**src/rtl/riscv_lsu.sv**
```systemverilog
// riscv_lsu: RV32I memory-access stage; drives a word-wide req/ack data bus,
// stalls upstream while an access is outstanding, and flags bad accesses or timeouts.
`default_nettype none

module riscv_lsu #(
  parameter int TIMEOUT = 255,
  parameter int CNT_W   = 16
) (
  input  logic        CLK,
  input  logic        RST,
  input  logic        VALID_I,
  input  logic        LOAD_I,
  input  logic        STORE_I,
  input  logic [2:0]  F3_I,
  input  logic [31:0] ADDR_I,
  input  logic [31:0] WDATA_I,
  input  logic [31:0] ALU_VAL_I,
  input  logic [4:0]  RD_I,
  output logic        STALL_O,
  output logic        VALID_O,
  output logic [4:0]  RD_O,
  output logic [31:0] RD_VAL_O,
  output logic        ERR_O,
  output logic        MREQ,
  output logic        MWE,
  output logic [29:0] MADDR,
  output logic [3:0]  MBE,
  output logic [31:0] MWDATA,
  input  logic [31:0] MRDATA,
  input  logic        MACK
);

  localparam logic [1:0] IDLE   = 2'd0;
  localparam logic [1:0] ACCESS = 2'd1;
  localparam logic [1:0] DONE   = 2'd2;

  localparam logic [CNT_W-1:0] CNT_LAST = CNT_W'(TIMEOUT - 1);

  logic [1:0]       state;
  logic [CNT_W-1:0] cnt;
  logic             is_load_q;
  logic [2:0]       f3_q;
  logic [1:0]       off_q;
  logic [4:0]       rd_q;
  logic [31:0]      rdata_q;
  logic             err_q;

  logic        is_mem;
  logic        f3_ok;
  logic        misaligned;
  logic        bad;
  logic        go;
  logic [3:0]  be_base;
  logic [3:0]  be;
  logic [31:0] wdata_rep;
  logic [31:0] shifted;
  logic [31:0] load_val;

  always_comb begin
    is_mem = LOAD_I | STORE_I;
    f3_ok  = 1'b0;
    if (LOAD_I && STORE_I) begin
      f3_ok = 1'b0;
    end else if (LOAD_I) begin
      case (F3_I)
        3'b000, 3'b001, 3'b010, 3'b100, 3'b101: f3_ok = 1'b1;
        default:                                f3_ok = 1'b0;
      endcase
    end else begin
      case (F3_I)
        3'b000, 3'b001, 3'b010: f3_ok = 1'b1;
        default:                f3_ok = 1'b0;
      endcase
    end
    misaligned = ((F3_I[1:0] == 2'b01) && ADDR_I[0]) ||
                 ((F3_I[1:0] == 2'b10) && (ADDR_I[1:0] != 2'b00));
    bad = !f3_ok || misaligned;
    go  = VALID_I && is_mem && !bad;
  end

  // Narrow stores replicate their data across all lanes; MBE picks the live lanes.
  always_comb begin
    case (F3_I[1:0])
      2'b00: begin
        be_base   = 4'b0001;
        wdata_rep = {4{WDATA_I[7:0]}};
      end
      2'b01: begin
        be_base   = 4'b0011;
        wdata_rep = {2{WDATA_I[15:0]}};
      end
      default: begin
        be_base   = 4'b1111;
        wdata_rep = WDATA_I;
      end
    endcase
    be = STORE_I ? (be_base << ADDR_I[1:0]) : 4'b1111;
  end

  always_comb begin
    shifted = rdata_q >> {off_q, 3'b000};
    case (f3_q)
      3'b000:  load_val = {{24{shifted[7]}}, shifted[7:0]};
      3'b001:  load_val = {{16{shifted[15]}}, shifted[15:0]};
      3'b100:  load_val = {24'd0, shifted[7:0]};
      3'b101:  load_val = {16'd0, shifted[15:0]};
      default: load_val = shifted;
    endcase
  end

  // Reset also releases the stall at once so upstream is never held during reset.
  assign STALL_O = !RST && (((state == IDLE) && go) || (state == ACCESS));

  always_ff @(posedge CLK or posedge RST) begin
    if (RST) begin
      state     <= IDLE;
      cnt       <= '0;
      is_load_q <= 1'b0;
      f3_q      <= 3'd0;
      off_q     <= 2'd0;
      rd_q      <= 5'd0;
      rdata_q   <= 32'd0;
      err_q     <= 1'b0;
      VALID_O   <= 1'b0;
      RD_O      <= 5'd0;
      RD_VAL_O  <= 32'd0;
      ERR_O     <= 1'b0;
      MREQ      <= 1'b0;
      MWE       <= 1'b0;
      MADDR     <= 30'd0;
      MBE       <= 4'd0;
      MWDATA    <= 32'd0;
    end else begin
      case (state)
        IDLE: begin
          if (!VALID_I) begin
            VALID_O <= 1'b0;
          end else if (!is_mem) begin
            VALID_O  <= 1'b1;
            RD_O     <= RD_I;
            RD_VAL_O <= ALU_VAL_I;
            ERR_O    <= 1'b0;
          end else if (bad) begin
            VALID_O  <= 1'b1;
            RD_O     <= 5'd0;
            RD_VAL_O <= 32'd0;
            ERR_O    <= 1'b1;
          end else begin
            state     <= ACCESS;
            VALID_O   <= 1'b0;
            MREQ      <= 1'b1;
            MWE       <= STORE_I;
            MADDR     <= ADDR_I[31:2];
            MBE       <= be;
            MWDATA    <= STORE_I ? wdata_rep : 32'd0;
            cnt       <= '0;
            is_load_q <= LOAD_I;
            f3_q      <= F3_I;
            off_q     <= ADDR_I[1:0];
            rd_q      <= RD_I;
            err_q     <= 1'b0;
          end
        end
        ACCESS: begin
          VALID_O <= 1'b0;
          if (MACK) begin
            MREQ    <= 1'b0;
            rdata_q <= MRDATA;
            state   <= DONE;
          end else if (cnt == CNT_LAST) begin
            MREQ  <= 1'b0;
            err_q <= 1'b1;
            state <= DONE;
          end else begin
            cnt <= cnt + 1'b1;
          end
        end
        DONE: begin
          VALID_O <= 1'b1;
          ERR_O   <= err_q;
          if (is_load_q && !err_q) begin
            RD_O     <= rd_q;
            RD_VAL_O <= load_val;
          end else begin
            RD_O     <= 5'd0;
            RD_VAL_O <= 32'd0;
          end
          state <= IDLE;
        end
        default: state <= IDLE;
      endcase
    end
  end

endmodule

`default_nettype wire

```
**config.mk**
```make
export PLATFORM = sky130hd
export DESIGN_NAME = riscv_lsu
export DESIGN_NICKNAME = d
export VERILOG_FILES = /design/src/rtl/riscv_lsu.sv
export SDC_FILE = /design/constraint.sdc
export NUM_CORES = 1
export LEC_CHECK = 0
export ABC_AREA = 1
export CAP_MARGIN = 20
export CORE_UTILIZATION = 48
export CTS_BUF_LIST = sky130_fd_sc_hd__clkbuf_8 sky130_fd_sc_hd__clkbuf_16
export DETAILED_ROUTE_END_ITERATION = 7
export GPL_TIMING_DRIVEN = 1
export PLACE_DENSITY = 0.81
export SYNTH_ARGS = -nofsm -noshare
export SYNTH_HDL_FRONTEND = slang
export SYNTH_SLANG_ARGS = --single-unit
```
**constraint.sdc**
```tcl
create_clock -name CLK -period 5.8 [get_ports CLK]
set_clock_uncertainty 0.15 [all_clocks]
set_input_delay 0.58 -clock CLK [delete_from_list [all_inputs] [get_ports CLK]]
set_output_delay 0.58 -clock CLK [all_outputs]
set_load 0.01 [all_outputs]
```
==> results.toml <==
[power]
leakage_nw = 5.776
ir_drop_uv = 297.2
power_density_nw_per_um2 = 480.9

[setup_path]
end_kind = "output port"
required_ps = 5070
startpoint_type = "input port"
crit_arrival_ps = 3240
path_max_fanout = 60
critical_path_class = "in -> out"

[place]
dp_cells = 1591
portBuffers = 249
dp_hpwl_um = 17410
place_area_um2 = 11130
pre_cts_ws_ps = 1846
place_congestion = 0.9168

[layout]
layout_common_cells = "nand2_1, clkdlybuf4s50_1, dfrtp_1"
nets = 1534
stdcell_count = 1624
mostFrequentLayoutCell = "nand2_1"
utilization = 0.6720
drive_gt1_frac = 0.03720
syn_to_final_growth_pct = 35.71
fillers = 1470
fin_area_um2 = 11740

[drt]
route.detailed.drc = 0
initialDrtViolationCount = 720
drt_pass1_iterations = 5
drtAntennaViolNets = 0
drt_wl_total_um = 24460
vias = 8449
wire_per_inst_um = 15.06
via_per_inst = 5.203

[status]
status = "completed"

[yosys]
synth.cell_area_um2 = 8653
netlist_instances = 1175
ys_seq_area_frac = 0.4887
syn_area_per_cell_um2 = 7.365
ys.warnings.count = 0
ys_ff_latch = 169
syn-num-nets = 1323
ys_types = 31

[timing]
rsz0062_at_grt = "false"
setup_ws_ps = 1827
post-route-period-util = 0.6850
worst_pin_slew_ps = 1003
fin_crit_ps = 3973
tns_ps = 0
final_hold_viol_count = 0
slew_viol_final = 0
relSlewSlack = 0.3305
setup_viol = 0
fmax_ghz = 0.2517

[cts]
cts_made_buffers = 17
cts_setup_buffers = 0
htreeDepth = 4
clkTransAtPathRegs_ps = 60
cts.repair.resized = 0
cts.sinks = 169
clk_path_buf_depth = 2
cts_tree = "done"
clock_latency_ps = 430
ctsHoldBuffers = 0
root_buffer = "clkbuf_16"

[die]
die_area_um2 = 18570
die_w_um = 136.3
ios = 250
core-area_um2 = 17480
die_h_um = 136.3
fp-row-count = 48
initial_core_util = 0.4951

[global_route]
antenna_found_initial = 1
gr-total-overflow = 0
grt_first_pass_wirelength_um = 39290
grt_start_max_net_pins = 70
track_usage = 0.2714
grt_pass1_vias = 7947

[hold_path]
hp-class = "reg -> reg"

[flow_run]
maxCapViolCount = 0
==> critical path, cell delays in order <==
cell and delay [ps]:
clkdlybuf4s50_1 580, inv_2 250, nand3_1 170, nand2_1 70, inv_2 50, nand3_1 100
inv_2 120, nand3_4 450, a21oi_1 290, clkdlybuf4s50_1 560
==> area by class of cell <==
type                    instances  area (um2)  share of cell area
multi-input cells             846        3711              0.3160
repair buffers                257        2572              0.2190
clock buffers                  18       439.2             0.03740
diodes                          1       2.502           0.0002131
well taps                     225       281.5             0.02397
inverters                      95       361.6             0.03079
clock inverters                13       146.4             0.01247
flip-flops and latches        169        4229              0.3601
==> through the flow <==
stage / total power, mW / hold WS, ps
3_3_place_gp: 4.426 / 315.1
5_1_grt: 6.039 / 354.7
2_1_floorplan: 3.364 / 298.8
6_report: 5.647 / 333.4
3_5_place_dp: 4.493 / 311.8
4_1_cts: 5.652 / 330.9
==> path summary, 6_finish.rpt <==
kind	startpoint	slack (ps)	cells past startpoint	endpoint
setup / recovery	F3_I[1]	1830	10	STALL_O
hold / removal	MREQ$_DFFE_PP0P_	330	2	MREQ$_DFFE_PP0P_
setup reg to reg	state[1]$_DFFE_PP0P_	2740	8	cnt[11]$_DFFE_PP0P_
hold reg to reg	MREQ$_DFFE_PP0P_	330	2	MREQ$_DFFE_PP0P_
max in group asynchronous	RST	3870	3	MBE[1]$_DFFE_PP0P_
min in group asynchronous	RST	470	2	MBE[0]$_DFFE_PP0P_
==> power by group <==
part / switching [mW] / internal, mW
Clock: 0.491 / 0.648
Combinational: 1.31 / 1.14
Sequential: 0.377 / 1.69
==> cell usage after synthesis <==
cell type | count | area share
nand4_1 | 6 | 0.0043
nand3_1 | 67 | 0.039
ha_1 | 6 | 0.0087
nor2_4 | 1 | 0.0013
buf_1 | 1 | 0.00043
nor3_1 | 3 | 0.0017
nand4_2 | 1 | 0.0014
or2_2 | 1 | 0.00072
o21ai_0 | 66 | 0.038
inv_1 | 90 | 0.039
nand2_1 | 498 | 0.22
clkbuf_2 | 1 | 0.00058
buf_4 | 8 | 0.0069
nor3b_1 | 1 | 0.00087
buf_6 | 9 | 0.012
dfrtp_1 | 169 | 0.49
nor2_1 | 60 | 0.026
nand3_2 | 2 | 0.0023
o21bai_1 | 1 | 0.00087
o221ai_1 | 5 | 0.0051
buf_2 | 21 | 0.012
o21ai_1 | 78 | 0.045
clkbuf_1 | 25 | 0.011
inv_2 | 5 | 0.0022
xnor2_1 | 4 | 0.0040
nor2_2 | 2 | 0.0014
a22oi_1 | 2 | 0.0017
o211ai_1 | 6 | 0.0052
a21oi_1 | 29 | 0.017
and2_1 | 1 | 0.00072
xor2_1 | 6 | 0.0061
==> metal layers <==
layer,wire length (um),GRT usage,part of all wire,vias up
li1,-,-,-,4135
met1,10460,0.3595,0.43,3942
met2,11770,0.4411,0.48,321
met3,1503,0.04586,0.061,51
met4,726,0.1093,0.030,0
met5,0,0,0,-
==> logic make-up (layout without fill, tap and decap cells) <==
family,count (synthesis),after routing,synth area share
AOI/OAI and AO/OA,187,187,0.1129
xor gates and xnor gates,10,10,0.01012
adders and majority gates,6,6,0.008675
buffers and inverters,160,383,0.08386
DFF,169,169,0.4887
other,0,1,0
and+or+nand+nor,643,643,0.2957
==> state kept, by name, summed over array words and instances (netlist names), 3 cells and up <==
name / cells
RD_VAL_O: 32
RD_O: 5
MBE: 4
MWDATA: 32
MADDR: 30
f3_q: 3
rd_q: 5
cnt: 16
rdata_q: 32
Note: power is estimated with default switching activity, not from simulation.
